==> src/rtl/alu_seq_ctrl.sv <==
// Sequencer that drives an external add/subtract accumulator to multiply by repeated addition
// and divide by repeated subtraction. Define ALU_SEQ_DIV_EN to build the divide path.
module alu_seq_ctrl #(
  parameter int W = 8
) (
  input  logic         CLK,
  input  logic         CLR,
  input  logic         START,
  input  logic         OP,
  input  logic [W-1:0] A,
  input  logic [W-1:0] B,
  input  logic [W-1:0] ACC_Q,
  output logic [W-1:0] ACC_B,
  output logic         ACC_E,
  output logic         ACC_S,
  output logic         BUSY,
  output logic         DONE,
  output logic [W-1:0] RESULT,
  output logic [W-1:0] REM,
  output logic         OVF,
  output logic         ERR
);

  typedef enum logic [2:0] {
    S_IDLE  = 3'd0,
    S_CLEAR = 3'd1,
    S_MUL   = 3'd2,
    S_DONE  = 3'd3
`ifdef ALU_SEQ_DIV_EN
    ,
    S_LOAD  = 3'd4,
    S_DIV   = 3'd5
`endif
  } state_t;

  localparam logic [W-1:0] ONE = {{(W-1){1'b0}}, 1'b1};

  state_t       state;
  logic [W-1:0] a_r;
  logic [W-1:0] b_r;
  logic         op_r;
  logic [W-1:0] cnt;
  logic [W:0]   mul_sum;

  // Width-extended sum exposes the carry that marks a product overflow.
  assign mul_sum = {1'b0, ACC_Q} + {1'b0, a_r};

`ifdef ALU_SEQ_DIV_EN
  logic div_ge;
  assign div_ge = (ACC_Q >= b_r);
`endif

  always_comb begin
    ACC_E = 1'b0;
    ACC_S = 1'b0;
    ACC_B = '0;
    case (state)
      S_CLEAR: begin
        ACC_E = 1'b1;
        ACC_S = 1'b1;
        ACC_B = ACC_Q;
      end
      S_MUL: begin
        ACC_E = 1'b1;
        ACC_B = a_r;
      end
`ifdef ALU_SEQ_DIV_EN
      S_LOAD: begin
        ACC_E = 1'b1;
        ACC_B = a_r;
      end
      S_DIV: begin
        if (div_ge) begin
          ACC_E = 1'b1;
          ACC_S = 1'b1;
          ACC_B = b_r;
        end
      end
`endif
      default: ;
    endcase
  end

  always_ff @(posedge CLK or posedge CLR) begin
    if (CLR) begin
      state  <= S_IDLE;
      a_r    <= '0;
      b_r    <= '0;
      op_r   <= 1'b0;
      cnt    <= '0;
      BUSY   <= 1'b0;
      DONE   <= 1'b0;
      RESULT <= '0;
      REM    <= '0;
      OVF    <= 1'b0;
      ERR    <= 1'b0;
    end else begin
      DONE <= 1'b0;
      case (state)
        S_IDLE: begin
          if (START) begin
            a_r  <= A;
            b_r  <= B;
            op_r <= OP;
            cnt  <= '0;
            OVF  <= 1'b0;
            ERR  <= 1'b0;
`ifdef ALU_SEQ_DIV_EN
            if (OP && (B == '0)) begin
`else
            if (OP) begin
`endif
              // Rejected request: report at once without touching the accumulator.
              ERR    <= 1'b1;
              RESULT <= '0;
              REM    <= '0;
              DONE   <= 1'b1;
              state  <= S_DONE;
            end else begin
              BUSY  <= 1'b1;
              state <= S_CLEAR;
            end
          end
        end
        S_CLEAR: begin
          if (!op_r && (b_r == '0)) begin
            RESULT <= '0;
            REM    <= '0;
            BUSY   <= 1'b0;
            DONE   <= 1'b1;
            state  <= S_DONE;
          end else if (!op_r) begin
            state <= S_MUL;
          end else begin
`ifdef ALU_SEQ_DIV_EN
            state <= S_LOAD;
`else
            ERR    <= 1'b1;
            RESULT <= '0;
            REM    <= '0;
            BUSY   <= 1'b0;
            DONE   <= 1'b1;
            state  <= S_DONE;
`endif
          end
        end
        S_MUL: begin
          if (mul_sum[W]) OVF <= 1'b1;
          cnt <= cnt + ONE;
          // The last add lands on this edge, so capture the sum rather than ACC_Q.
          if (cnt == b_r - ONE) begin
            RESULT <= mul_sum[W-1:0];
            REM    <= '0;
            BUSY   <= 1'b0;
            DONE   <= 1'b1;
            state  <= S_DONE;
          end
        end
`ifdef ALU_SEQ_DIV_EN
        S_LOAD: begin
          state <= S_DIV;
        end
        S_DIV: begin
          if (div_ge) begin
            cnt <= cnt + ONE;
          end else begin
            RESULT <= cnt;
            REM    <= ACC_Q;
            BUSY   <= 1'b0;
            DONE   <= 1'b1;
            state  <= S_DONE;
          end
        end
`endif
        S_DONE: begin
          state <= S_IDLE;
        end
        default: begin
          BUSY  <= 1'b0;
          state <= S_IDLE;
        end
      endcase
    end
  end

endmodule

==> config.mk <==
export PLATFORM = sky130hd
export DESIGN_NAME = alu_seq_ctrl
export DESIGN_NICKNAME = d
export VERILOG_FILES = /design/src/rtl/alu_seq_ctrl.sv
export SDC_FILE = /design/constraint.sdc
export NUM_CORES = 1
export LEC_CHECK = 0
export ABC_AREA = 1
export CORE_AREA = 2 2 72 74
export DETAILED_ROUTE_END_ITERATION = 10
export DIE_AREA = 0 0 74 76
export PLACE_DENSITY = 0.9
export SLEW_MARGIN = 20
export SYNTH_ARGS = -nofsm -noshare
export SYNTH_HDL_FRONTEND = slang
export SYNTH_SLANG_ARGS = --single-unit
==> constraint.sdc <==
create_clock -name CLK -period 3 [get_ports CLK]
set_input_delay 0.3 -clock CLK [delete_from_list [all_inputs] [get_ports CLK]]
set_output_delay 0.3 -clock CLK [all_outputs]
set_load 0.01 [all_outputs]
==> qor.yml <==
finClkSkew_ns: 0.0115
flow.area_growth_from_synthesis_pct: 24.3
timing.setup.critical_path_class: "reg -> out"
reg_to_reg_slack_setup_ns: 0.63
cts_setup_buffers: 0
io_pins: 58
hold_viol_final: 0
yosys_register_bits: 39
via_count_of_the_first_global_routing_pass: 2368
hold_class: "in -> async"
synthesis.area_mm2: 0.00255
timing.final.ws_setup_ns: 0.463
pre_cts_ws_ns: 0.679
tritoncts_num_sinks: 39
floorplan.initialDensity: 0.519
final.min_clock_period_ns: 2.54
place.gp.congestion: 0.887
synth_area_leader_cell: "sky130_fd_sc_hd__dfrtp_1"
detail_route.first_pass.iterations: 4
finalWirelength_mm: 6.13
max-clock-path-buffers: 2
dieWidth_um: 74
cts_resized: 0
grt_start_max_net_pins: 26
grt_first_pass_wirelength_mm: 10.6
leak_pwr_uw: 0.00154
number_of_buffers_created_by_cts: 5
cts_tree: "built"
unrepaired_setup_endpoints_after_global_routing: "false"
maxCapViolCount: 0
clk_latency_ns: 0.30
layout.nets: 442
clk_root_buffer_cell: "sky130_fd_sc_hd__clkbuf_8"
most_common_cell_after_layout_fill_and_taps_aside: "sky130_fd_sc_hd__nand2_1"
die_area_mm2: 0.00562
h-tree-depth: 2
worstSetupEndpointType: "output port"
grt_overflow: 0
critPathSlowestCell: "sky130_fd_sc_hd__clkdlybuf4s50_1"
synth-warning-count: 0
max_stage_delay_ns: 0.57
critPathRequiredTime_ns: 2.70
pwr_density_cell_mw_per_mm2: 1010
synth_cell_type_count: 31
vias: 2413
layout-drive-gt1-share: 0.0730
peak_supply_drop_mv: 0.831
post_detailed_route_count_of_antenna_violating_nets: 0
worst-endpoint-arrival_ns: 2.24
hpwlAfterDp_mm: 4.73
setup-tns-final_ns: 0
std_cell_rows: 26
timing.final.max_slew_violations: 0
placed_cells: 460
n_fill_cell: 415
dieHeight_um: 76
worst-path-max-fanout: 17
ranking_of_synthesized_cells_by_area: "sky130_fd_sc_hd__dfrtp_1 38%, sky130_fd_sc_hd__nand2_1 17%, sky130_fd_sc_hd__ha_1 7.9%"
clk_transition_reported_paths_ns: 0.08
detailedRoute.firstIterationViolations: 196
antenna_found_initial: 0
clock.fmax_ghz: 0.394
worst_slew_pin_slew_ns: 0.773
status: "finished, final reports clean"
cts.hold.buffers_added: 0
layout_worst_path_cycle_share: 0.846
crit_chain: "inv_1 > ha_1 > nand2_1 > a21oi_1 > clkdlybuf4s50_1"
finalSetupViolCount: 0
syn_area_per_cell_um2: 7.37
startpoint_type: "flip-flop"
synth-seq-area-share: 0.383
routedWlPerCell_um: 13.1
grtUsageTotal: 0.240
finalNonFillerCells: 467
maxSlewHeadroom: 0.484
post_synth_inst_count: 346
vias_per_cell: 5.17
antenna-diode-count: 0
route.detailed.drc: 0
synth_top_area_share: 0.383
layout.cells.most_common_list: "115 x sky130_fd_sc_hd__nand2_1, 49 x sky130_fd_sc_hd__clkdlybuf4s50_1, 39 x sky130_fd_sc_hd__dfrtp_1"
io_buffers: 49
core_mm2: 0.00491
-- where the power goes --
group	leakage, uW	switching, uW	internal (uW)
Combinational	0.000996	1140	771
Clock	0.0000470	180	180
Sequential	0.000502	178	747
Total	0.00154	1500	1700
-- through the flow --
step                hold slack (ns)  instance area, um^2  power [uW]  utilization
finish                        0.439                 3170        3200        0.645
global route                  0.509                 3170        3490        0.645
CTS                           0.467                 3170        3200        0.645
detailed placement            0.469                 3080        2830        0.628
global placement              0.469                 3080        2760        0.628
floorplan                     0.410                 2580        2210            -
-- state kept, by name, indices dropped and copies added (netlist names) --
register and flops:
RESULT 8, a_r 8, b_r 8, cnt 8
state 2, BUSY 1, DONE 1, ERR 1
OVF 1, op_r 1
-- cells in the mapped netlist, drive strengths merged --
cell	n
a31oi	2
fa	1
inv	37
o22ai	1
a41oi	1
xor2	4
ha	16
or2	2
a21oi	21
clkbuf	6
buf	9
nor2	20
nor3b	3
nand4	4
o21ai	30
o21bai	1
dfrtp	39
clkinv	1
nor3	6
conb	1
nand2	120
nand3	20
xnor2	1
-- cell type report --
type	instances	area [um^2]	share of cell area
multi-input cells	261	1360	0.430
flip-flops and latches	39	976	0.308
repair buffers	52	513	0.162
inverters	38	143	0.0450
well taps	70	87.6	0.0276
clock buffers	6	82.6	0.0260
clock inverters	1	5.00	0.00158
-- worst max-delay path, delay by kind of cell (launching register included) --
| kind | cells | cell delay (ns) |
|---|---|---|
| buf+inv | 2 | 0.67 |
| flops | 1 | 0.43 |
| simple gates | 1 | 0.11 |
| fa+ha+maj | 1 | 0.54 |
| compound gates | 1 | 0.19 |
-- metal layers --
layer / up-vias / share of wire / wire length, um / global-route usage
met1: 1125 / 0.42 / 2570 / 0.289
met5: - / 0 / 0 / 0
met2: 73 / 0.51 / 3120 / 0.420
met4: 0 / 0.021 / 127 / 0.0873
li1: 1203 / - / - / -
met3: 12 / 0.050 / 308 / 0.0437
-- logic make-up after synthesis --
kind of cell               synth area share
xor gates and xnor gates             0.0172
DFF                                   0.383
buffers and inverters                0.0927
AOI/OAI and AO/OA                     0.127
other                               0.00147
adders and majority gates            0.0864
and+or+nand+nor                       0.292
-- final timing paths --
| kind | startpoint | to | cells past startpoint |
|---|---|---|---|
| max in group asynchronous | CLR | b_r[7] | 3 |
| max | state[0] | ACC_B[1] | 5 |
| max reg2reg | state[0] | RESULT[0] | 11 |
| min reg2reg | BUSY | BUSY | 2 |
| min | CLR | RESULT[2] | 2 |
| min in group CLK | BUSY | BUSY | 2 |
No activity file was read; power rests on OpenSTA's default activity.
